**src/rtl/conv_sched_pkg.sv**
```systemverilog
// Shared types and default constants for the conv1d frame sequencer.
package conv_sched_pkg;

    typedef enum logic [2:0] {
        S_IDLE,
        S_SHIFT,
        S_START,
        S_WAIT,
        S_CACHE,
        S_DONE
    } sched_state_t;

    localparam int SCHED_N_LAYERS = 4;
    localparam int SCHED_TIMEOUT  = 1023;
    localparam int SCHED_PROF_W   = 16;

    // Width of a layer index; one bit minimum so a single-layer stack still has a port.
    function automatic int idx_w(input int n);
        return (n > 1) ? $clog2(n) : 1;
    endfunction

    // Width of the cache strobe vector; one bit minimum for the same reason.
    function automatic int cache_w(input int n);
        return (n > 1) ? n - 1 : 1;
    endfunction

endpackage

```
**src/rtl/conv_scheduler_if.sv**
```systemverilog
// Sequencer-to-layer-stack bundle: sample clock, per-layer valids, strobes and status.
interface conv_scheduler_if
    import conv_sched_pkg::*;
#(
    parameter int N_LAYERS = SCHED_N_LAYERS
) ();

    localparam int LW   = idx_w(N_LAYERS);
    localparam int CS_W = cache_w(N_LAYERS);

    logic                    sample_clk;
    logic [N_LAYERS-1:0]     conv_valid;
    logic                    clear_err;
    logic                    lsb_strobe;
    logic [N_LAYERS-1:0]     conv_start;
    logic [CS_W-1:0]         cache_strobe;
    logic                    out_strobe;
    logic                    busy;
    logic [LW-1:0]           layer_idx;
    logic                    overrun;
    logic                    timeout_err;
    logic [SCHED_PROF_W-1:0] frame_cycles;

    modport master (
        input  sample_clk, conv_valid, clear_err,
        output lsb_strobe, conv_start, cache_strobe, out_strobe,
               busy, layer_idx, overrun, timeout_err, frame_cycles
    );

    modport slave (
        output sample_clk, conv_valid, clear_err,
        input  lsb_strobe, conv_start, cache_strobe, out_strobe,
               busy, layer_idx, overrun, timeout_err, frame_cycles
    );

endinterface

```
**src/rtl/conv_scheduler_rise_detect.sv**
```systemverilog
// Rising-edge detector for a level synchronous to clk; shared by sample-clock consumers.
module rise_detect (
    input  logic clk,
    input  logic rst,
    input  logic din,
    output logic rise
);

    logic prev;

    always_ff @(posedge clk or negedge rst) begin
        if (!rst) prev <= 1'b0;
        else      prev <= din;
    end

    assign rise = din & ~prev;

endmodule

```
**src/rtl/conv_scheduler.sv**
```systemverilog
// Frame sequencer: shift, then start/wait/cache each conv layer, then strobe the output.
// Optional frame-length profiling is built when SCHED_PROFILE_EN is defined.
module conv_scheduler
    import conv_sched_pkg::*;
#(
    parameter int N_LAYERS = SCHED_N_LAYERS,
    parameter int TIMEOUT  = SCHED_TIMEOUT,
    parameter int CW       = 10
) (
    input  logic             clk,
    input  logic             rst,
    conv_scheduler_if.master bus
);

    localparam int LW   = idx_w(N_LAYERS);
    localparam int CS_W = cache_w(N_LAYERS);
    localparam int PW   = SCHED_PROF_W;
    localparam logic [LW-1:0] LAST_IDX = LW'(N_LAYERS - 1);

    sched_state_t        state;
    logic [LW-1:0]       layer_idx;
    logic [CW-1:0]       wait_cnt;
    logic                edge_det;
    logic                lsb_q;
    logic [N_LAYERS-1:0] start_q;
    logic [CS_W-1:0]     cache_q;
    logic                out_q;
    logic                busy_q;
    logic                overrun_q;
    logic                timeout_q;

    function automatic logic [N_LAYERS-1:0] start_onehot(input logic [LW-1:0] i);
        return N_LAYERS'(1) << i;
    endfunction

    function automatic logic [CS_W-1:0] cache_onehot(input logic [LW-1:0] i);
        return CS_W'(1) << i;
    endfunction

    rise_detect u_rise (
        .clk  (clk),
        .rst  (rst),
        .din  (bus.sample_clk),
        .rise (edge_det)
    );

    // Strobes are driven from the transition into their state, so each lasts exactly one cycle.
    always_ff @(posedge clk or negedge rst) begin
        if (!rst) begin
            state     <= S_IDLE;
            layer_idx <= '0;
            wait_cnt  <= '0;
            lsb_q     <= 1'b0;
            start_q   <= '0;
            cache_q   <= '0;
            out_q     <= 1'b0;
            busy_q    <= 1'b0;
            timeout_q <= 1'b0;
        end else begin
            lsb_q   <= 1'b0;
            start_q <= '0;
            cache_q <= '0;
            out_q   <= 1'b0;
            if (bus.clear_err) timeout_q <= 1'b0;
            unique case (state)
                S_IDLE: begin
                    if (edge_det) begin
                        state     <= S_SHIFT;
                        layer_idx <= '0;
                        lsb_q     <= 1'b1;
                        busy_q    <= 1'b1;
                    end
                end
                S_SHIFT: begin
                    state   <= S_START;
                    start_q <= start_onehot(layer_idx);
                end
                S_START: begin
                    // Valid is deliberately ignored here so a stale level cannot skip a layer.
                    state    <= S_WAIT;
                    wait_cnt <= '0;
                end
                S_WAIT: begin
                    if (bus.conv_valid[layer_idx]) begin
                        if (layer_idx == LAST_IDX) begin
                            state <= S_DONE;
                            out_q <= 1'b1;
                        end else begin
                            state   <= S_CACHE;
                            cache_q <= cache_onehot(layer_idx);
                        end
                    end else begin
                        wait_cnt <= wait_cnt + 1'b1;
                        if (wait_cnt == CW'(TIMEOUT - 1)) begin
                            state     <= S_IDLE;
                            busy_q    <= 1'b0;
                            timeout_q <= 1'b1;
                        end
                    end
                end
                S_CACHE: begin
                    state     <= S_START;
                    layer_idx <= layer_idx + 1'b1;
                    start_q   <= start_onehot(layer_idx + 1'b1);
                end
                S_DONE: begin
                    state  <= S_IDLE;
                    busy_q <= 1'b0;
                end
                default: state <= S_IDLE;
            endcase
        end
    end

    // Sticky overrun: a set in the same cycle as clear_err wins.
    always_ff @(posedge clk or negedge rst) begin
        if (!rst)                               overrun_q <= 1'b0;
        else if (edge_det && state != S_IDLE)   overrun_q <= 1'b1;
        else if (bus.clear_err)                 overrun_q <= 1'b0;
    end

`ifdef SCHED_PROFILE_EN
    logic [PW-1:0] prof_cnt;
    logic [PW-1:0] frame_q;

    function automatic logic [PW-1:0] sat_inc(input logic [PW-1:0] v);
        return (v == '1) ? v : v + 1'b1;
    endfunction

    // The latched length includes the DONE cycle itself; aborted frames leave it untouched.
    always_ff @(posedge clk or negedge rst) begin
        if (!rst) begin
            prof_cnt <= '0;
            frame_q  <= '0;
        end else begin
            if (state == S_IDLE && edge_det) prof_cnt <= '0;
            else if (busy_q)                 prof_cnt <= sat_inc(prof_cnt);
            if (state == S_DONE)             frame_q  <= sat_inc(prof_cnt);
        end
    end

    assign bus.frame_cycles = frame_q;
`else
    assign bus.frame_cycles = '0;
`endif

    assign bus.lsb_strobe   = lsb_q;
    assign bus.conv_start   = start_q;
    assign bus.cache_strobe = cache_q;
    assign bus.out_strobe   = out_q;
    assign bus.busy         = busy_q;
    assign bus.layer_idx    = layer_idx;
    assign bus.overrun      = overrun_q;
    assign bus.timeout_err  = timeout_q;

endmodule

```
**src/flat_wrapper.sv**
```systemverilog
// flat-port wrapper written by rule: the top's interface ports become plain ports
module conv_scheduler_flat import conv_sched_pkg::*;
#(
    parameter int N_LAYERS = SCHED_N_LAYERS,
    parameter int TIMEOUT  = SCHED_TIMEOUT,
    parameter int CW       = 10
)
  (clk, rst, bus_sample_clk, bus_conv_valid, bus_clear_err, bus_lsb_strobe, bus_conv_start, bus_cache_strobe, bus_out_strobe, bus_busy, bus_layer_idx, bus_overrun, bus_timeout_err, bus_frame_cycles);
  conv_scheduler_if #(.N_LAYERS(N_LAYERS)) bus_i ();
  input  logic clk;
  input  logic rst;
  input wire logic [$bits(bus_i.sample_clk)-1:0] bus_sample_clk;
  input wire logic [$bits(bus_i.conv_valid)-1:0] bus_conv_valid;
  input wire logic [$bits(bus_i.clear_err)-1:0] bus_clear_err;
  output wire logic [$bits(bus_i.lsb_strobe)-1:0] bus_lsb_strobe;
  output wire logic [$bits(bus_i.conv_start)-1:0] bus_conv_start;
  output wire logic [$bits(bus_i.cache_strobe)-1:0] bus_cache_strobe;
  output wire logic [$bits(bus_i.out_strobe)-1:0] bus_out_strobe;
  output wire logic [$bits(bus_i.busy)-1:0] bus_busy;
  output wire logic [$bits(bus_i.layer_idx)-1:0] bus_layer_idx;
  output wire logic [$bits(bus_i.overrun)-1:0] bus_overrun;
  output wire logic [$bits(bus_i.timeout_err)-1:0] bus_timeout_err;
  output wire logic [$bits(bus_i.frame_cycles)-1:0] bus_frame_cycles;
  assign bus_i.sample_clk = bus_sample_clk;
  assign bus_i.conv_valid = bus_conv_valid;
  assign bus_i.clear_err = bus_clear_err;
  assign bus_lsb_strobe = bus_i.lsb_strobe;
  assign bus_conv_start = bus_i.conv_start;
  assign bus_cache_strobe = bus_i.cache_strobe;
  assign bus_out_strobe = bus_i.out_strobe;
  assign bus_busy = bus_i.busy;
  assign bus_layer_idx = bus_i.layer_idx;
  assign bus_overrun = bus_i.overrun;
  assign bus_timeout_err = bus_i.timeout_err;
  assign bus_frame_cycles = bus_i.frame_cycles;
  conv_scheduler #(.N_LAYERS(N_LAYERS), .TIMEOUT(TIMEOUT), .CW(CW)) u_core (.clk(clk), .rst(rst), .bus(bus_i));
endmodule
```
**config.mk**
```make
export PLATFORM = sky130hd
export DESIGN_NAME = conv_scheduler_flat
export DESIGN_NICKNAME = d
export VERILOG_FILES = /design/src/rtl/conv_sched_pkg.sv /design/src/rtl/conv_scheduler_if.sv /design/src/rtl/conv_scheduler_rise_detect.sv /design/src/rtl/conv_scheduler.sv /design/src/flat_wrapper.sv
export SDC_FILE = /design/constraint.sdc
export NUM_CORES = 1
export LEC_CHECK = 0
export BUFFER_PORTS_ARGS = -buffer_cell sky130_fd_sc_hd__buf_2
export CAP_MARGIN = 20
export CORE_AREA = 2 2 98 53
export CTS_CLUSTER_SIZE = 10
export DETAILED_ROUTE_END_ITERATION = 16
export DIE_AREA = 0 0 100 55
export GPL_TIMING_DRIVEN = 0
export PLACE_DENSITY = 0.61
export RECOVER_POWER = 50
export SLEW_MARGIN = 20
export SYNTH_ARGS = -nofsm -noshare
export SYNTH_HDL_FRONTEND = slang
export SYNTH_HIERARCHICAL = 1
export SYNTH_SLANG_ARGS = --single-unit
```
**constraint.sdc**
```tcl
create_clock -name clk -period 2.15 [get_ports clk]
set_clock_uncertainty 0.2 [all_clocks]
set_input_delay 0.645 -clock clk [delete_from_list [all_inputs] [get_ports clk]]
set_output_delay 0.645 -clock clk [all_outputs]
set_load 0.02 [all_outputs]
```
==> metrics <==
status finished, final reports clean; max frequency 497 MHz; Setup-failing EPs final 0; die height 55 um; first-pass GRT wire length 5220 um; drt first pass iters 4; port bufs 21; Overall Global Routing Usage 12.6%; most frequent cells in the layout 27 x dfrtp_1, 19 x buf_4, 17 x buf_2; Startpoint Class flop; CTS max path bufs 2; final setup margin 0.138 ns; RSZ-0062 raised after global routing no; Seq cells post-synth 28; Seq. cell area 702 um2; Peak VDD IR 0.437 mV; Slew Limit Fails 0; EDFF count, synth 0; GR met1 Demand/Resource 20.6%; FILL cells 468; CTS HTree Levels 1; layout cell share with drive strength beyond 1 24.3%; Setup TNS Final 0 ns; grt ovf 0; Vias 1,215; Cell Pwr Density 1020 nW/um2; Initial Util 33.1%; Slew @ Worst Pin 0.686 ns; crit share post-route 93.6%; Max-cap violations 0; final non-filler cell total 262; synthesized area 1550 um2; ys async rst share 100%; core area 4680 um2; row cnt 18; crit-path max FO 7; wire per inst 12.2 um; HP Class in -> async; I/O Pins 38; largest net degree at the start of global routing 29; area of the multi-input gates 723 um2; crit path kind reg -> reg; routability cong. 0.820; die span in x 100 um; Pleak 0.000906 uW; clock latency on the worst-skew pair 0.29 ns; Distinct cells, synth 41; grt met2 use 15.7%; Final HPWL DP 2390 um; Most Used Layer, Global Route met1; Die Footprint 5500 um2; Antenna diodes 0; CP endpoint kind flop; Via density 4.64; Hold Slack 0.173 ns; total power 1910 uW; post-detailed-route count of antenna-violating nets 0; min Tclk post-route 2.01 ns; vias in the first global route 1,004; clock root cell clkbuf_8; Final Hold Fails 0; Num CTS Buffers 3; CTS tree built; met3 Resource Use GR 2.64%; commonest non-fill, non-tap cell in the layout dfrtp_1; Worst EP required 2.14 ns; cts hold-fix bufs 0; placed insts 256; CTS Sinks 28; CP arrival 2.00 ns; post-synthesis sequential area ratio 45.2%; ys flop type dfrtp_1; Clock transition at path regs 0.11 ns; Nets 218; DRC Markers 0; Place WS -0.204 ns; Syn-to-layout area delta 21.0%; initial drt markers 90; Syn Area/Cell 9.69 um2; synth warn 6; initial antenna violation count 0; Syn Inst Count 160; Max-slew headroom 54.2%; WL final 3210 um
-- sequential cells by signal (all words and copies together) (netlist names) --
name,count
u_core/wait_cnt,10
u_core/bus.conv_start,4
u_core/bus.cache_strobe,3
u_core/state,3
u_core/bus.layer_idx,2
u_core/bus.busy,1
u_core/bus.lsb_strobe,1
u_core/bus.out_strobe,1
u_core/bus.overrun,1
u_core/bus.timeout_err,1
u_core/u_rise/prev,1
-- final timing paths --
kind	start	end	slack, ns	cells past startpoint
max	u_core/state[2]	u_core/bus.busy	0.14	4
min	rst	u_core/bus.conv_start[0]	0.17	1
max reg2reg	u_core/state[2]	u_core/bus.busy	0.14	4
min reg2reg	u_core/bus.overrun	u_core/bus.overrun	0.33	2
max in group asynchronous	rst	u_core/bus.layer_idx[0]	1.10	1
min in group clk	bus_sample_clk	u_core/u_rise/prev	0.28	1
-- report_power, final --
part | internal, uW | switching [uW]
clock | 250 | 176
combinational | 269 | 498
sequential | 622 | 99.0
total | 1140 | 772
-- cell usage after synthesis, types with 4 or more instances --
master,number,area share [%]
nand4_1,5,2.0
clkbuf_1,4,0.97
dfrtp_1,28,45
nand2_1,10,2.4
nor3_1,12,3.9
nand3_1,4,1.3
ha_1,7,5.6
a21oi_1,4,1.3
and2_1,6,2.4
buf_4,17,8.2
nor2_1,10,2.4
o21ai_0,10,3.2
inv_1,8,1.9
-- logic make-up (layout without fill, tap and decap cells) --
kind of cell | after synthesis | after routing | share of synthesized area [%]
multiplexers | 4 | 4 | 3.47
AO/OA/AOI/OAI | 29 | 29 | 11.8
adder cells (fa/ha/maj) | 7 | 7 | 5.65
flip-flops | 28 | 28 | 45.2
other | 1 | 16 | 0.242
AND/OR/NAND/NOR | 60 | 60 | 21.6
buffers and inverters | 31 | 58 | 12.1
-- critical path: stages (launching register included) --
cell,delay [ns]
dfrtp_1,0.41
nor2b_1,0.45
nand2_1,0.25
or3b_1,0.45
and2_1,0.16
-- layout make-up --
class | instances | share of cell area [%]
Multi-Input combinational cell | 116 | 38.6
Sequential cell | 28 | 37.4
Buffer | 22 | 8.21
Timing Repair Buffer | 23 | 6.20
Tap cell | 60 | 4.00
Clock buffer | 3 | 2.20
Inverter | 9 | 1.80
Clock inverter | 1 | 1.60
-- layer usage --
layer | share of wire (%) | wire length (um)
met1 | 56 | 1790
met2 | 35 | 1130
met3 | 8.3 | 267
met4 | 0.69 | 22
met5 | 0 | 0
-- per-stage QoR --
stage          cell area (um2)  util [%]
2_1_floorplan             1610         -
3_3_place_gp              1790      38.1
3_5_place_dp              1790      38.1
4_1_cts                   1860      39.7
5_1_grt                   1880      40.0
6_report                  1880      40.0
-- timing repair --
item | 4_1_cts | 5_1_grt
resized for setup | 0 | 2
setup buffers | 0 | 2
setup endpoints to repair | 0 | 5
hold endpoints to repair | 0 | 0
Note: power is estimated with default switching activity, not from simulation.
